`src/rtl/l2_port_arbiter.sv`:
```
// rtl/l2_port_arbiter.sv - Round-robin owner of the shared L2 port for the I-cache (0) and D-cache (1)
// Optional BUSY watchdog with sticky timeout_err enabled by L2_TIMEOUT_EN.
module l2_port_arbiter #(
    parameter int ADDR_W  = 32,
    parameter int TIMEOUT = 255
) (
    input  logic              clk,
    input  logic              reset,
    input  logic              rd_req0,
    input  logic              wr_req0,
    input  logic [ADDR_W-1:0] addr0,
    input  logic              rd_req1,
    input  logic              wr_req1,
    input  logic [ADDR_W-1:0] addr1,
    input  logic              l2_ack,
    input  logic              write_done,
    output logic              l2_rd,
    output logic              l2_wr,
    output logic [ADDR_W-1:0] l2_addr,
    output logic              ack0,
    output logic              ack1,
    output logic              wdone0,
    output logic              wdone1,
    output logic              gnt,
    output logic [1:0]        state
`ifdef L2_TIMEOUT_EN
    ,
    output logic              timeout_err
`endif
);

    typedef enum logic [1:0] {
        IDLE = 2'b00,
        BUSY = 2'b01,
        DONE = 2'b10
    } state_t;

    state_t state_q, state_d;
    logic   gnt_q, gnt_d;
    logic   prio_q, prio_d;
    logic   active0, active1;
    logic   busy, sel_rd, sel_wr;
    logic   ack_end, abandon, expire;

    assign active0 = rd_req0 | wr_req0;
    assign active1 = rd_req1 | wr_req1;
    assign busy    = (state_q == BUSY);
    assign sel_rd  = gnt_q ? rd_req1 : rd_req0;
    assign sel_wr  = gnt_q ? wr_req1 : wr_req0;

    // Write-back wins if the owner ever drives both, so l2_rd/l2_wr stay exclusive.
    assign l2_wr   = busy & sel_wr;
    assign l2_rd   = busy & sel_rd & ~sel_wr;
    assign l2_addr = busy ? (gnt_q ? addr1 : addr0) : '0;

    assign ack0    = busy & ~gnt_q & l2_ack;
    assign ack1    = busy &  gnt_q & l2_ack;
    assign wdone0  = busy & ~gnt_q & write_done;
    assign wdone1  = busy &  gnt_q & write_done;

    assign ack_end = l2_ack & l2_rd;
    assign abandon = ~(gnt_q ? active1 : active0);

    assign gnt     = gnt_q;
    assign state   = state_q;

`ifdef L2_TIMEOUT_EN
    localparam int CNT_W = ($clog2(TIMEOUT + 1) < 8) ? 8 : $clog2(TIMEOUT + 1);

    logic [CNT_W-1:0] cnt_q;
    logic             err_q;

    // Counter reads 0 on the first BUSY cycle, so the abort fires on BUSY cycle TIMEOUT.
    assign expire = busy & (cnt_q == CNT_W'(TIMEOUT - 1));

    always_ff @(posedge clk or negedge reset) begin
        if (!reset) begin
            cnt_q <= '0;
            err_q <= 1'b0;
        end else begin
            cnt_q <= busy ? cnt_q + 1'b1 : '0;
            if (expire & ~ack_end & ~abandon) begin
                err_q <= 1'b1;
            end
        end
    end

    assign timeout_err = err_q;
`else
    assign expire = 1'b0;
`endif

    always_ff @(posedge clk or negedge reset) begin
        if (!reset) begin
            state_q <= IDLE;
            gnt_q   <= 1'b0;
            prio_q  <= 1'b0;
        end else begin
            state_q <= state_d;
            gnt_q   <= gnt_d;
            prio_q  <= prio_d;
        end
    end

    always_comb begin
        state_d = state_q;
        gnt_d   = gnt_q;
        prio_d  = prio_q;
        case (state_q)
            IDLE: begin
                if (active0 | active1) begin
                    gnt_d   = (active0 & active1) ? prio_q : active1;
                    state_d = BUSY;
                end
            end
            BUSY: begin
                if (ack_end) begin
                    state_d = DONE;
                    prio_d  = ~gnt_q;
                end else if (abandon | expire) begin
                    state_d = IDLE;
                    prio_d  = ~gnt_q;
                end
            end
            DONE: state_d = IDLE;
            default: state_d = IDLE;
        endcase
    end

endmodule

```
`config.mk`:
```
export PLATFORM = sky130hd
export DESIGN_NAME = l2_port_arbiter
export DESIGN_NICKNAME = d
export VERILOG_FILES = /design/src/rtl/l2_port_arbiter.sv
export SDC_FILE = /design/constraint.sdc
export NUM_CORES = 1
export LEC_CHECK = 0
export ABC_AREA = 1
export CAP_MARGIN = 25
export CORE_ASPECT_RATIO = 1.2
export CORE_UTILIZATION = 25
export CTS_CLUSTER_SIZE = 20
export DETAILED_ROUTE_END_ITERATION = 7
export HOLD_SLACK_MARGIN = 0.08
export PLACE_DENSITY_LB_ADDON = 0.3
export SETUP_SLACK_MARGIN = 0.3
export SLEW_MARGIN = 20
export SYNTH_ARGS = -nofsm -noshare
export SYNTH_HDL_FRONTEND = slang
export SYNTH_SLANG_ARGS = --single-unit
```
`constraint.sdc`:
```
create_clock -name clk -period 3 [get_ports clk]
set_input_delay 0.45 -clock clk [delete_from_list [all_inputs] [get_ports clk]]
set_output_delay 0.45 -clock clk [all_outputs]
set_load 0.03 [all_outputs]
```
# Yosys cells after proc, flatten, opt, wreduce, memory -nomap -nowiden
# Index checks and enable logic that the tools add are counted.
# W data, S select, Z words.
# word_totals
in_bits	72
word_cells	39
out_inout_bits	41
ff_bits	4
# classes
mux	12
eq_ne	4
reduce_logical	4
bitwise_logic	16
# ops
cell	count
$mux W32	2
$and A1 B1 Y1	11
$mux W1	6
$mux W2	3
$reduce_and A2 Y1	3
$ne A2 B2 Y1 const B	2
$pmux W2 S2	1
$ne A3 B3 Y1 const B	1
$or A1 B1 Y1	3
$eq A2 B1 Y1 const B	1
$logic_not A2 Y1	1
$not A1 Y1	2

# Depth between registers and ports, before layout
# Gate-level depths: netlist (run 1).
# logic_depth
depth_word	6
depth_mapped	9
depth_no_buf	8

# Worst setup path after synthesis (run 1)
# OpenSTA, ideal clock, no wires.
# synth_path
kind	reg2out
from	register state_q[0], in the netlist state[0]
to	output port l2_addr[22]
slack_ns	1.043
required_ns	2.550
arrival_ns	1.507
n_path_buf	1
stages_incl_launch_ff	6
path_cell_list	dfrtp_1 inv_1 nor2_4 inv_2 buf_2 a21oi_1
# synth_between
elab_chain_len	2
# synth_rtl
element	line	source
start, declared	38	state_t state_q, state_d;
start signal, assigned	99	state_q <= state_d;
$eq A2 B1 Y1	47	assign busy = (state_q == BUSY);
$mux W32	54	assign l2_addr = busy ? (gnt_q ? addr1 : addr0) : '0;
end, declared	19	output logic [ADDR_W-1:0] l2_addr,
# No other way between the ends.

# Final worst setup path (run 1)
# layout_path
from	register state_q[1], in the netlist state[1]
to	output port l2_addr[21]
# The elaborated chain is that of the path after synthesis.

==> results of run 1 <==
power by group through the flow:
stage / Sequential, uW / Combinational [uW] / Clock [uW]
floorplan: 121 / 982 / 0
global placement: 97.0 / 1630 / 0
detailed placement: 98.4 / 1640 / 0
CTS: 97.4 / 1640 / 73.1
global route: 101 / 1750 / 74.8
finish: 96.6 / 1630 / 68.6
path summary, 6_finish.rpt:
| kind | startpoint | to | depth (start not counted) |
|---|---|---|---|
| setup / recovery | state[1] | l2_addr[21] | 4 |
| hold / removal | reset | state[0] | 1 |
| setup reg to reg | gnt | prio_q | 8 |
| hold reg to reg | prio_q | prio_q | 2 |
| max in group asynchronous | reset | prio_q | 1 |
| min in group clk | prio_q | prio_q | 2 |
worst max-delay path, delay by kind of cell, from the launching register on:
family	cells	cell delay, ns
compound gates	1	0.20
buf+inv	2	0.98
flops	1	0.41
simple gates	1	0.21
stage by stage:
step | setup WS, ns | power, uW | cell area (um^2)
after floorplan | 1.04 | 1100 | 747
after global routing | 0.380 | 1930 | 1890
final | 0.518 | 1800 | 1890
after detailed placement | 0.610 | 1740 | 1870
after global placement | 0.614 | 1720 | 1870
after CTS | 0.482 | 1810 | 1890
flip-flops by register name (all words and copies together), names as in the netlist:
register  cells
gnt           1
state         2
prio_q        1
cells in the mapped netlist:
master	n	area share, %
o32ai_1	1	1.2
dfrtp_1	4	13
o21ai_0	1	0.67
buf_2	9	6.0
nand4_2	1	1.7
o21bai_1	1	1.0
nor2_4	1	1.5
nand2_2	2	1.7
nand3_1	1	0.67
inv_6	1	1.2
nor2_1	8	4.0
and3_1	1	0.84
a21oi_1	33	22
buf_6	1	1.5
nand2_1	75	38
inv_2	1	0.50
or2_2	1	0.84
inv_1	7	3.5
kinds of logic (layout without fill, tap and decap cells):
logic type	count (synthesis)	in the layout	share of synthesized area [%]
compound gates	36	36	25.0
buf+inv	19	126	12.7
flops	4	4	13.4
simple gates	90	90	48.9
routing by layer:
layer,global-route usage [%],wire [um]
met4,6.56,44
met1,20.9,1300
met5,0,0
met3,4.14,309
met2,37.0,1710
area by class of cell:
| cell class | count | area (um^2) |
|---|---|---|
| Timing Repair Buffer | 114 | 1140 |
| Fill cell | 259 | 920 |
| Multi-Input combinational cell | 126 | 552 |
| Sequential cell | 4 | 100 |
| Tap cell | 34 | 42.5 |
| Inverter | 9 | 38.8 |
| Clock buffer | 3 | 22.5 |
==> impl_metrics.csv, run 1 <==
group,metric,value,unit
run_status,outcome,"completed",
pwr,ir_drop,0.607,mV
placement,io_buffers,112,
worst_setup_path,max_stage_delay,0.72,ns
sta,fin_worst_skew,0.00541,ns
synthesis,ys_types,18,
sta,finalSetupTns,0,ns
final_layout,layout_common_cells,"clkdlybuf4s50_1, nand2_1, a21oi_1",
synthesis,yosys_warnings,0,
final_layout,num-nets-final,330,
final_layout,fin_cells,290,
die,io_pins,113,
global_routing,grt_max_degree,38,
sta,fmax,0.403,GHz
final_layout,drive_gt1_share,4.69,%
synthesis,ys_seq_area_share,13.4,%
detailed_routing,wl_per_cell,11.6,um
detailed_routing,vias,1334,
clock_tree,hold_buffers,0,
die,coreArea,0.00281,mm^2
placement,routabilityCongestion,0.739,
job,cap_violations,0,
final_layout,fin_util,67.3,%
detailed_routing,wl,3360,um
synthesis,ys_ff_latch,4,
final_layout,syn2layout_area_growth,153,%
die,die_w,51.9,um
synthesis,syn_area,747,um^2
sta,tightest_slew,0.565,ns
sta,post-route-min-period,2.48,ns
worst_setup_path,crit_path_start_kind,"register",
worst_setup_path,crit_required,2.55,ns
detailed_routing,final_antenna_net_count,0,
clock_tree,cts_buffers,3,
detailed_routing,drc_errors,0,
global_routing,grt_overflow,0,
pwr,p_per_area,949,mW/mm^2
synthesis,synth_cells,149,
global_routing,grtUsageTotal,19.3,%
global_routing,antenna_found_initial,0,
worst_setup_path,cp_max_fo,34,
worst_hold_path,worstHoldPathType,"primary input to async pin",
worst_setup_path,worst-r2r-setup-slack,1.67,ns
global_routing,grt_pass1_wl,4710,um
pwr,p_clk_share,3.8,%
sta,rsz0062_at_grt,"false",
detailed_routing,drt-vias-per-instance,4.60,
clock_tree,cts_root_buf,"clkbuf_4",
pwr,pwr-share-seq,5.4,%
global_routing,grt_pass1_vias,1112,
clock_tree,clk_pin_slew_worst_paths,0.04,ns
pwr,p_int,762,uW
die,rows,21,
sta,holdWs,0.413,ns
sta,finalCritPeriodShare,82.7,%
die,initial_core_util,26.6,%
worst_setup_path,critPathCaptureType,"primary output",
die,die_h,61.9,um
detailed_routing,first_pass_iters,4,
clock_tree,htree_levels,1,
sta,setup_viol,0,
sta,maxSlewViolCount,0,
sta,timing.slew.headroom,62.3,%
clock_tree,cts_resized,0,
clock_tree,post_cts_buffers,0,
placement,dp_cells,287,
clock_tree,insertion_delay,0.24,ns
pwr,total_leakage_power,0.000818,uW
worst_setup_path,crit_type,"register to primary output",
final_layout,layout_commonest_cell,"clkdlybuf4s50_1",
die,dieArea,0.00321,mm^2
clock_tree,cts_buffer_depth,2,
clock_tree,cts_tree,"done",
detailed_routing,drtIter0Drc,21,
synthesis,synth_area_per_cell,5.01,um^2
final_layout,diodes,0,
placement,dp_hpwl,2570,um
worst_setup_path,arrival,2.03,ns
worst_setup_path,cp_cell_sequence,"nor2_4 -> inv_2 -> a21oi_1 -> clkdlybuf4s50_1",
sta,hold_viol_final,0,
clock_tree,clock-sinks,4,
synthesis,syn_nets,221,
pwr,power_frac_comb,90.8,%
pwr,p_switching,1030,uW
pwr,switching_share,57.6,%
worst_setup_path,slowest_stage,"clkdlybuf4s50_1",
Note: power is estimated with default switching activity, not from simulation.
==> inputs of run 2 (changes only) <==
--- a/config.mk
+++ b/config.mk
@@ -8,7 +8,7 @@
 export ABC_AREA = 1
 export CAP_MARGIN = 25
 export CORE_ASPECT_RATIO = 1.2
-export CORE_UTILIZATION = 25
+export CORE_UTILIZATION = 23
 export CTS_CLUSTER_SIZE = 20
 export DETAILED_ROUTE_END_ITERATION = 7
 export HOLD_SLACK_MARGIN = 0.08
==> constraint.sdc (replaced) <==
create_clock -name clk -period 2.3 [get_ports clk]
set_input_delay 0.345 -clock clk [delete_from_list [all_inputs] [get_ports clk]]
set_output_delay 0.345 -clock clk [all_outputs]
set_load 0.03 [all_outputs]
==> run 2 against run 1 <==
Compared with the run above: highest routed layer unchanged; cell area is 4.6% lower; worst setup slack worse by 0.22 ns; critical endpoint is now l2_rd; first-iteration DRC count up 4.8%; combinational power up 17%; global-route usage decreased by 1.1 points; wire length fell by 2.8%; non-clock buffer count up 2; clock-buffer cell count did not move; critical path depth grew 1.
==> impl_metrics.csv, run 2 (synthesized netlist as in run 1, its figures left out) <==
group,metric,value,unit
detailed_routing,final_antenna_net_count,0,
worst_setup_path,max_stage_delay,0.45,ns
clock_tree,htree_levels,1,
die,die_h,64.4,um
worst_setup_path,arrival,1.65,ns
clock_tree,clk_pin_slew_worst_paths,0.04,ns
worst_setup_path,r2r_end,"prio_q",
detailed_routing,vias,1328,
sta,maxSlewViolCount,0,
global_routing,grt_pass1_wl,4840,um
sta,timing.slew.headroom,77.6,%
sta,setup_ws,0.303,ns
die,initial_core_util,24.2,%
global_routing,grtUsageTotal,18.2,%
clock_tree,cts_root_buf,"clkbuf_4",
final_layout,layout_common_cells,"nand2_1, clkdlybuf4s50_1, a21oi_1",
final_layout,final-seq-area,100,um^2
worst_setup_path,crit_family,"buffers and inverters",
clock_tree,clock-sinks,4,
sta,tightest_slew,0.336,ns
global_routing,antenna_found_initial,0,
placement,place_ws,0.0837,ns
final_layout,fill_cells,321,
detailed_routing,first_pass_iters,3,
worst_setup_path,crit_required,1.96,ns
worst_setup_path,cp_max_fo,37,
worst_setup_path,critPathCaptureType,"primary output",
worst_setup_path,r2r_cells,8,
die,dieArea,0.00348,mm^2
placement,io_buffers,112,
worst_setup_path,slowest_stage,"dfrtp_1",
worst_setup_path,critPathBufInv,2,
detailed_routing,drtIter0Drc,22,
placement,routabilityCongestion,0.784,
final_layout,diodes,0,
detailed_routing,wl_per_cell,11.1,um
pwr,total_leakage_power,0.000901,uW
worst_setup_path,cp-startpoint,"gnt",
sta,finalSetupTns,0,ns
worst_setup_path,cp_cell_sequence,"inv_8 -> nand2_2 -> nand2_1 -> and3_1 -> dlygate4sd2_1",
detailed_routing,wl,3270,um
worst_setup_path,crit_path_start_kind,"register",
clock_tree,insertion_delay,0.25,ns
global_routing,grt_overflow,0,
placement,dp_hpwl,2470,um
final_layout,multiInputGateArea,552,um^2
clock_tree,cts_tree,"done",
final_layout,syn2layout_area_growth,142,%
detailed_routing,drc_errors,0,
worst_setup_path,reg2reg_from,"gnt",
clock_tree,hold_buffers,0,
sta,finalCritPeriodShare,86.8,%
sta,setup_viol,0,
pwr,p_per_area,1180,mW/mm^2
sta,fmax,0.501,GHz
pwr,finalPower,2130,uW
worst_setup_path,worst-r2r-setup-slack,1.00,ns
global_routing,grt_max_degree,38,
job,cap_violations,0,
die,die_w,54.0,um
sta,rsz0062_at_grt,"true",
final_layout,drive_gt1_share,13.2,%
global_routing,grt_pass1_vias,1185,
sta,fin_worst_skew,0.0114,ns
clock_tree,cts_buffers,3,
die,coreArea,0.00308,mm^2
final_layout,largest_reg_flops,2,
clock_tree,cts_buffer_depth,2,
pwr,ir_drop,0.803,mV
detailed_routing,drt-vias-per-instance,4.52,
worst_hold_path,worstHoldPathType,"primary input to async pin",
sta,post-route-min-period,2.00,ns
run_status,outcome,"completed",
final_layout,layout_commonest_cell,"nand2_1",
final_layout,num-nets-final,332,
worst_setup_path,crit_type,"register to primary output",
sta,hold_viol_final,0,
die,rows,22,
die,io_pins,113,
clock_tree,post_cts_buffers,0,
==> run 2: cell count changes in the layout (fill, tap and decap cells not counted), sizes merged <==
| cell | before | now |
|---|---|---|
| buf | 2 | 8 |
| clkbuf | 3 | 19 |
| clkdlybuf4s15 | 0 | 3 |
| clkdlybuf4s50 | 112 | 73 |
| dlygate4sd2 | 0 | 16 |
==> run 2: worst max-delay path by stage <==
stage / end / cells after the start
floorplan: l2_addr[22] / 5
global placement: l2_rd / 6
detailed placement: l2_rd / 6
CTS: l2_rd / 5
global route: l2_rd / 5
finish: l2_rd / 5
==> run 2: final cells by class <==
type / count / area share, %
clock buffer: 3 / 1.25
timing repair buffer: 116 / 57.7
sequential: 4 / 5.55
multi-input combinational: 126 / 30.6
tap: 36 / 2.50
inverter: 9 / 2.43
==> run 2: worst reg2reg max path, stage by stage (launching register included) <==
cell	delay, ns
dfrtp_1	0.45
inv_8	0.20
nand2_2	0.08
nand2_1	0.11
nand4_2	0.11
nand2_2	0.10
nand2_1	0.05
nand2_1	0.05
nand2_1	0.04
==> run 2: timing repair <==
item / in CTS / in global routing
resized for setup: 36 / 37
setup endpoints to repair: 35 / 22
pin swaps: 0 / 0
==> run 2: per-layer routing <==
layer | GRT usage [%] | wire length [um] | part of all wire (%)
met3 | 3.76 | 415 | 13
met1 | 17.0 | 1200 | 37
met4 | 9.29 | 113 | 3.5
met2 | 34.9 | 1540 | 47
met5 | 0 | 0 | 0
==> run 2: where the power goes <==
part / switching [uW] / internal [uW] / leakage, uW
Clock: 35.8 / 58.8 / 0.0000138
Sequential: 30.5 / 100 / 0.0000494
Combinational: 1290 / 619 / 0.000838
Total: 1350 / 778 / 0.000901
==> run 2: per-stage QoR <==
stage          util [%]  std cells  hold slack (ns)  area [um^2]
5_1_grt            58.5        294            0.319         1800
3_5_place_dp       60.9        291            0.460         1880
4_1_cts            60.3        294            0.296         1860
3_3_place_gp       60.9        291            0.460         1880
2_1_floorplan         -        149           0.0494          747
6_report           58.5        294            0.294         1800
==> inputs of run 3 (changes only) <==
--- a/config.mk
+++ b/config.mk
@@ -8,11 +8,13 @@
 export ABC_AREA = 1
 export CAP_MARGIN = 25
 export CORE_ASPECT_RATIO = 1.2
+export CORE_MARGIN = 2
 export CORE_UTILIZATION = 23
 export CTS_CLUSTER_SIZE = 20
 export DETAILED_ROUTE_END_ITERATION = 7
 export HOLD_SLACK_MARGIN = 0.08
 export PLACE_DENSITY_LB_ADDON = 0.3
+export RECOVER_POWER = 50
 export SETUP_SLACK_MARGIN = 0.3
 export SLEW_MARGIN = 20
 export SYNTH_ARGS = -nofsm -noshare
==> run 3 against run 2 <==
Compared with the run above: via count is 1.2% lower; clock power is 9.6% lower; die area is 6.9% higher; critical path depth is 1 lower; clock-buffer cell count stayed put; register-to-register slack worse by 0.05 ns; sequential power hardly changed; sequential share of layout area is 0.11 points higher; non-clock buffer count stayed put; utilization is 1.1 points lower; cell area is 1.9% lower; wire length is 3.6% higher; largest cell class unchanged; largest power group unchanged; highest routed layer unchanged.
==> impl_metrics.csv, run 3 (synthesized netlist as in run 1, its figures left out) <==
group,metric,value,unit
run_status,outcome,"completed",
die,initial_core_util,24.2,%
detailed_routing,vias,1312,
worst_setup_path,r2r_cells,8,
sta,setup_viol,0,
global_routing,grt_max_degree,38,
global_routing,grt_pass1_vias,1271,
worst_setup_path,worst-r2r-setup-slack,0.95,ns
clock_tree,cts_root_buf,"clkbuf_4",
clock_tree,htree_levels,1,
worst_setup_path,arrival,1.62,ns
final_layout,layout_commonest_cell,"nand2_1",
pwr,p_per_area,1170,mW/mm^2
placement,io_buffers,112,
die,coreArea,0.00308,mm^2
final_layout,fin_cells,294,
placement,dp_hpwl,2620,um
clock_tree,cts_tree,"done",
sta,fin_worst_skew,0.00664,ns
global_routing,antenna_found_initial,0,
sta,hold_viol_final,0,
die,die_h,66.4,um
detailed_routing,wl_per_cell,11.5,um
sta,rsz0062_at_grt,"true",
final_layout,fill_cells,323,
sta,holdWs,0.386,ns
die,dieArea,0.00372,mm^2
worst_setup_path,reg2reg_from,"gnt",
final_layout,drive_gt1_share,8.14,%
sta,tightest_slew,0.408,ns
die,io_pins,113,
clock_tree,hold_buffers,0,
final_layout,diodes,0,
detailed_routing,drtIter0Drc,74,
final_layout,syn2layout_area_growth,137,%
final_layout,num-nets-final,332,
clock_tree,insertion_delay,0.23,ns
worst_setup_path,crit_required,1.96,ns
pwr,finalPower,2080,uW
worst_setup_path,r2r_end,"prio_q",
global_routing,grtUsageTotal,17.9,%
detailed_routing,drc_errors,0,
placement,routabilityCongestion,0.760,
die,die_w,56.0,um
pwr,ir_drop,0.789,mV
global_routing,grt_pass1_wl,5440,um
detailed_routing,final_antenna_net_count,0,
die,rows,22,
detailed_routing,wl,3390,um
worst_setup_path,cp_max_fo,16,
final_layout,layout_common_cells,"nand2_1, clkdlybuf4s50_1, a21oi_1",
detailed_routing,drt-vias-per-instance,4.46,
sta,finalSetupTns,0,ns
worst_hold_path,worstHoldPathType,"primary input to async pin",
placement,dp_cells,291,
sta,post-route-min-period,1.96,ns
sta,timing.slew.headroom,72.9,%
final_layout,largest_reg_flops,2,
detailed_routing,first_pass_iters,4,
pwr,total_leakage_power,0.000866,uW
worst_setup_path,crit_type,"register to primary output",
clock_tree,cts_buffer_depth,2,
clock_tree,cts_buffers,3,
clock_tree,clock-sinks,4,
job,cap_violations,0,
clock_tree,post_cts_buffers,0,
worst_setup_path,critPathCaptureType,"primary output",
sta,finalCritPeriodShare,85.4,%
sta,fmax,0.509,GHz
worst_setup_path,crit_path_start_kind,"register",
clock_tree,clk_pin_slew_worst_paths,0.04,ns
global_routing,grt_overflow,0,
sta,maxSlewViolCount,0,
[run 3: changes by cell type in the layout (fill, tap and decap cells not counted)]
cell,previous run,this run
dlygate4sd3_1,0,3
dlygate4sd2_1,16,18
clkdlybuf4s50_1,73,70
clkbuf_2,16,8
nand2_2,2,0
clkbuf_1,0,12
buf_4,8,5
nand2_1,75,77
clkdlybuf4s15_1,3,0
[run 3: critical path, cell delays in order, from the launching register on]
cell,delay (ns)
dfrtp_1,0.47
buf_4,0.26
nand2_1,0.07
a21oi_1,0.15
dlygate4sd2_1,0.43
[run 3: worst max path at each step]
stage / start / end / slack (ns) / cells past startpoint
3_5_place_dp: rd_req0 / l2_rd / 0.11 / 5
6_report: gnt / l2_addr[25] / 0.34 / 4
4_1_cts: gnt / l2_rd / 0.25 / 5
5_1_grt: gnt / l2_addr[10] / 0.27 / 4
3_3_place_gp: rd_req0 / l2_rd / 0.11 / 5
2_1_floorplan: state[0] / l2_addr[22] / 0.45 / 5
[run 3: through the flow]
stage | util [%] | setup slack, ns | instance area [um^2]
CTS | 60.3 | 0.254 | 1860
global route | 57.4 | 0.269 | 1770
global placement | 60.9 | 0.111 | 1880
floorplan | - | 0.448 | 747
finish | 57.4 | 0.336 | 1770
detailed placement | 60.9 | 0.106 | 1880
[run 3: timing repair]
action | CTS | global route
hold endpoints to repair | 0 | 0
setup endpoints to repair | 35 | 21
gates resized for setup | 36 | 36
[run 3: area by class of cell]
class | instances | area [um^2] | share of cell area [%]
repair buffers | 116 | 1010 | 57.1
multi-input cells | 126 | 547 | 30.9
flip-flops and latches | 4 | 100 | 5.66
well taps | 36 | 45.0 | 2.55
inverters | 9 | 43.8 | 2.48
clock buffers | 3 | 22.5 | 1.27
[run 3: power breakdown]
part,switching (uW),leakage (uW),internal (uW)
sequential,32.4,0.0000494,100
combinational,1290,0.000803,572
clock,27.3,0.0000138,58.2
total,1350,0.000866,731
[run 3: per-layer routing]
layer	routed length, um	part of all wire [%]	track usage, %	vias to the layer above
met2	1760	52	33.5	67
met1	1310	39	19.3	549
met5	0	0	0	-
li1	-	-	-	690
met3	256	7.6	4.11	6
met4	64	1.9	7.14	0
